`config.mk`:
```
export PLATFORM = sky130hd
export DESIGN_NAME = ring_decoder
export DESIGN_NICKNAME = d
export VERILOG_FILES = /design/src/rtl/ring_decoder.sv
export SDC_FILE = /design/constraint.sdc
export NUM_CORES = 1
export LEC_CHECK = 0
export BUFFER_PORTS_ARGS = -buffer_cell sky130_fd_sc_hd__buf_2
export CORE_MARGIN = 2
export CORE_UTILIZATION = 35
export DETAILED_ROUTE_END_ITERATION = 10
export PLACE_DENSITY = 0.54
export RECOVER_POWER = 25
export SYNTH_ARGS = -nofsm -noshare
export SYNTH_HDL_FRONTEND = slang
export SYNTH_SLANG_ARGS = --single-unit
export TNS_END_PERCENT = 10
```
`constraint.sdc`:
```
create_clock -name clk -period 3.7 [get_ports clk]
set_clock_uncertainty 0.2 [all_clocks]
set_input_delay 0.74 -clock clk [delete_from_list [all_inputs] [get_ports clk]]
set_output_delay 0.74 -clock clk [all_outputs]
set_load 0.005 [all_outputs]
```
`src/rtl/ring_decoder.sv`:
```
// Decodes and sequence-checks a one-hot right-rotating ring counter; 1-cycle registered latency, no backpressure.
// Optional saturating error counter port err_cnt is present when RING_DEC_ERRCNT_EN is defined.
module ring_decoder #(
  parameter int WIDTH = 4,
  parameter int CNT_W = 8,
  localparam int IDX_W = (WIDTH > 1) ? $clog2(WIDTH) : 1
) (
  input  logic             clk,
  input  logic             rst,
  input  logic             in_valid,
  input  logic [WIDTH-1:0] ring_in,
  output logic [IDX_W-1:0] idx_out,
  output logic             idx_valid,
  output logic             locked,
  output logic             err,
`ifdef RING_DEC_ERRCNT_EN
  output logic [CNT_W-1:0] err_cnt,
`endif
  output logic [CNT_W-1:0] rev_cnt
);

  localparam logic [0:0] HUNT   = 1'b0;
  localparam logic [0:0] LOCKED = 1'b1;

  logic [0:0]       state;
  logic [WIDTH-1:0] prev;
  logic [WIDTH-1:0] expected;
  logic [IDX_W-1:0] idx_dec;
  logic             one_hot;
  logic             accept;
  logic             bad;
  logic             wrap;

  assign expected = {prev[0], prev[WIDTH-1:1]};
  assign one_hot  = $onehot(ring_in);
  assign locked   = (state == LOCKED);

  always_comb begin
    idx_dec = '0;
    for (int i = 0; i < WIDTH; i++) begin
      if (ring_in[i]) idx_dec = IDX_W'(i);
    end
  end

  // In LOCKED, prev is one-hot, so matching the rotation implies legality.
  always_comb begin
    accept = 1'b0;
    if (in_valid) accept = (state == HUNT) ? one_hot : (ring_in == expected);
  end

  assign bad  = in_valid && !accept;
  assign wrap = accept && (state == LOCKED) && prev[0];

  always_ff @(posedge clk) begin
    if (rst) begin
      state     <= HUNT;
      prev      <= '0;
      idx_out   <= '0;
      idx_valid <= 1'b0;
      err       <= 1'b0;
      rev_cnt   <= '0;
    end else begin
      idx_valid <= accept;
      err       <= bad;
      if (accept) begin
        state   <= LOCKED;
        prev    <= ring_in;
        idx_out <= idx_dec;
      end else if (bad) begin
        state <= HUNT;
      end
      if (wrap) rev_cnt <= rev_cnt + 1'b1;
    end
  end

`ifdef RING_DEC_ERRCNT_EN
  always_ff @(posedge clk) begin
    if (rst) begin
      err_cnt <= '0;
    end else if (bad && (err_cnt != {CNT_W{1'b1}})) begin
      err_cnt <= err_cnt + 1'b1;
    end
  end
`endif

endmodule

```
# Yosys cells after proc, flatten, opt, wreduce, memory -nomap -nowiden

Cells that the tools add are included.

Bits in registers: 17
Output and inout bits: 13
Logic and storage cells: 24
Input port bits: 7

$add $sub $neg: 4
Reduce and logical (&&, ||, !) cells: 5
Equality and inequality tests: 2
Muxes and demuxes: 7

Operators by type and width:

| kind                                          | number |
|---|---|
| adder 8 x 1 -> 8 bit, second input constant   | 1 |
| two-way mux 1 bit                             | 5 |
| adder 1 x 1 -> 2 bit                          | 2 |
| == test 4 bit                                 | 1 |
| two-way mux 2 bit                             | 2 |
| adder 2 x 2 -> 3 bit                          | 1 |
| == test 3 x 1 -> 1 bit, second input constant | 1 |
| logical AND 1 bit                             | 3 |
| nonzero test 2 bit                            | 1 |
| logical NOT 1 bit                             | 1 |

# Depth between registers and ports, before layout

Depth after elaboration: 9
Mapped depth: 9
Gate-level depth less buffers: 9

# Worst setup path before layout

OpenSTA, ideal clock, no wires.

Kind: in2reg
Start point: input ring_in[0]
End point: register idx_out[0]
Buffers on the path: 0
Stages: 9
Setup time: 121 ps
Data required time: 3379 ps
Data arrival time: 2728 ps
Path slack: 652 ps
Path through: inv_1 -> fa_1 -> inv_1 -> ha_1 -> ha_1 -> nor4b_1 -> nand2_1 -> o21ai_4 -> mux2_2

Word-level cells in the longest chain between the ends: 5
Elaborated cells between the ends (all ways): 6
Classes of those cells: add/sub (2); eq/ne (2); mux (2)

RTL lines:

| what                                       | line | RTL |
|---|---|---|
| start, declared                            | 11   | `input logic [WIDTH-1:0] ring_in,` |
| adder 1 x 1 -> 2 bit (not written as such) | 35   | `assign one_hot = $onehot(ring_in);` |
| adder 2 x 2 -> 3 bit (not written as such) | 35   |  |
| == test 3 x 1 -> 1 bit                     | 35   |  |
| two-way mux 1 bit (*) (2 in series)        | 48   | `if (in_valid) accept = (state == HUNT) ? one_hot : (ring_in == expected);` |
| end signal, assigned                       | 68   | `idx_out <= idx_dec;` |
| end, declared                              | 12   | `output logic [IDX_W-1:0] idx_out,` |

Every way passes the cells marked *; elsewhere a longest branch is shown, timed or not.
A chain may end at the register's enable or synchronous reset.

# Final worst setup path

Same ends and word-level chain as after synthesis.

==> qor.tcl <==
set qor(run_status) {complete, no violations}
set qor(worst_ep_required_time_ps) 3680
set qor(cts-buffers-inserted) 3
set qor(cts_setup_buffers) 0
set qor(grt_remaining_overflow) 0
set qor(rsz0062_at_grt) {false}
set qor(timing.critical_path.from_type) {input port}
set qor(worst-slew-pin-transition_ps) 427
set qor(hold_ws_ps) 284
set qor(netlist_instances) 102
set qor(floorplan.io_pins) 20
set qor(cells_resized_by_post_cts_repair) 0
set qor(setup.reg_to_reg.worst_slack_ps) 1830
set qor(clk_pin_slew_worst_paths_ps) 90
set qor(grt_start_max_net_pins) 31
set qor(number_of_port_buffers) 19
set qor(timing.critical_path.arrival_ps) 3030
set qor(vias) 745
set qor(r2r-start) {prev[0]}
set qor(clock_tree_from_tritoncts) {yes}
set qor(max-vdd-ir-drop_mv) 0.211
set qor(startpoint_of_the_worst_hold_path) {idx_out[1]}
set qor(areaGrowthSynthToFinish_pct) 15.3
set qor(final_layout_size_suffix_gt1_frac) 0.246
set qor(net_count_synth) 113
set qor(maximum_clock_insertion_buffer_count) 2
set qor(synth_ff_type) {dfxtp_1}
set qor(holdCritPathClass) {reg2reg}
set qor(worst-r2r-cell-count) 4
set qor(fin_nets) 134
set qor(design.core.area_um2) 2520
set qor(holdPathEnd) {idx_out[1]}
set qor(rr_endpoint) {rev_cnt[0]}
set qor(yosys.cell_types.count) 28
set qor(totalNegativeSetupSlack_ps) 0
set qor(finalWorstPathRequiredPeriod_ps) 3040
set qor(place.gp.congestion) 0.769
set qor(grt_usage) 0.125
set qor(detail_route.first_pass.iterations) 4
set qor(wire_per_inst_um) 11.2
set qor(dieWidth_um) 55.9
set qor(ctsRootBufferMaster) {clkbuf_4}
set qor(path_class) {in2reg}
set qor(initial_core_util) 0.373
set qor(clock.fmax_mhz) 328
set qor(critPathCaptureType) {register}
set qor(avgViaCountPerCell) 4.90
set qor(hold_viol) 0
set qor(detailedRoute.firstIterationViolations) 8
set qor(yosys_register_bits) 17
set qor(setup_violations) 0
set qor(antenna_cells) 0
set qor(dieArea_um2) 3120
set qor(powerDensity_nw_per_um2) 323
set qor(synth.cell_area_um2) 941
set qor(worst_hold_path.num_cells) 2
set qor(antenna_found_initial) 0
set qor(postRouteWirelength_um) 1700
set qor(holdBufCountCts) 0
set qor(first_global_vias) 714
set qor(yosysSeqAreaShare) 0.362
set qor(drcViolationCount) 0
set qor(max-slew-margin-rel) 0.712
set qor(hpwl_um) 1270
set qor(static-leakage-power_nw) 0.448
set qor(row_count) 18
set qor(maximum_fanout_along_the_worst_path) 8
set qor(drtAntennaViolNets) 0
set qor(worst_skew_pair.late_latency_ps) 300
set qor(htree_num_levels) 1
set qor(grt_first_pass_wirelength_um) 3110
set qor(synth_edf_count) 0
set qor(period_share) 0.823
set qor(syn_area_per_cell_um2) 9.22
set qor(yosys_warnings) 0
set qor(async_flop_share) 0
set qor(max_cap_violations) 0
set qor(timing.final.max_slew_violations) 0
set qor(clkSinkCount) 17
set qor(die_h_um) 55.9
-- routing by layer --
metal	wire length, um	GRT usage	vias to the layer above
li1	-	-	384
met1	835	0.164	345
met2	754	0.190	14
met3	94	0.0512	2
met4	10	0.0306	0
met5	0	0	-
-- area by class of cell --
type / instances / area (um^2)
fill: 279 / 1440
multi-input combinational: 77 / 571
sequential: 17 / 340
timing repair buffer: 19 / 91.3
tap: 30 / 37.5
clock buffer: 4 / 26.3
inverter: 5 / 18.8
-- layout by cell type (no fill, tap or decap), drive strengths merged, types with 6 or more instances in the layout --
master and count:
buf 16, clkbuf 7, dfxtp 17, mux2 7
mux2i 6, nand2 7, nand2b 8, nor2 7
nor2b 9
-- report_power, final --
group | switching, mW | internal (mW) | leakage (nW)
Sequential | 0.00471 | 0.190 | 0.138
Combinational | 0.0303 | 0.0255 | 0.295
Clock | 0.0573 | 0.0420 | 0.0150
Total | 0.0922 | 0.258 | 0.448
-- cells in the mapped netlist (2+ instances only) --
| cell type | count | share of area |
|---|---|---|
| nor3_1 | 5 | 0.027 |
| inv_1 | 5 | 0.020 |
| nor2b_1 | 9 | 0.060 |
| nor2_1 | 7 | 0.028 |
| mux2_2 | 7 | 0.084 |
| nand2b_1 | 8 | 0.053 |
| xnor2_1 | 4 | 0.037 |
| a21oi_1 | 2 | 0.011 |
| mux2i_1 | 6 | 0.064 |
| nand2_1 | 7 | 0.028 |
| or2b_1 | 3 | 0.024 |
| dfxtp_1 | 17 | 0.36 |
| nand3_1 | 2 | 0.011 |
| nor4b_1 | 2 | 0.019 |
| ha_1 | 3 | 0.040 |
| clkbuf_1 | 3 | 0.012 |
-- worst max-delay path, cell delays in order --
cell and delay, ps:
buf_2 100, inv_1 60, fa_1 520, inv_1 40, ha_1 170, ha_1 260
nor4b_1 420, nand2_1 170, o21ai_4 160, mux2_2 380
-- stage by stage --
stage           util  area [um^2]  total power [mW]  setup WS, ps  cells
2_1_floorplan      -          941             0.239           652    102
3_3_place_gp   0.421         1060             0.255           449    148
3_5_place_dp   0.421         1060             0.257           333    148
4_1_cts        0.432         1090             0.357           645    152
5_1_grt        0.430         1080             0.370           542    152
6_report       0.430         1080             0.350           655    152
-- worst max-delay path by stage --
stage / from / endpoint / slack [ps] / cells past startpoint
4_1_cts: ring_in[0] / idx_out[0] / 640 / 10
2_1_floorplan: ring_in[0] / idx_out[0] / 650 / 9
5_1_grt: ring_in[0] / idx_out[0] / 540 / 10
6_report: ring_in[0] / idx_out[0] / 660 / 10
3_3_place_gp: ring_in[3] / idx_out[0] / 450 / 10
3_5_place_dp: ring_in[0] / idx_out[0] / 330 / 10
-- registers in the layout (all words and copies together), names as in the netlist --
register   count
rev_cnt        8
prev           4
idx_out        2
err            1
idx_valid      1
locked         1
-- kinds of logic (layout without fill, tap and decap cells) --
family | after synthesis | after routing | share of synthesized area
adder cells (fa/ha/maj) | 4 | 4 | 0.0612
XOR/XNOR | 4 | 4 | 0.0372
AND/OR/NAND/NOR | 50 | 50 | 0.306
multiplexers | 13 | 13 | 0.148
AO/OA/AOI/OAI | 6 | 6 | 0.0545
flip-flops | 17 | 17 | 0.362
buffers and inverters | 8 | 28 | 0.0319
Power figures use the tool's default switching activity.
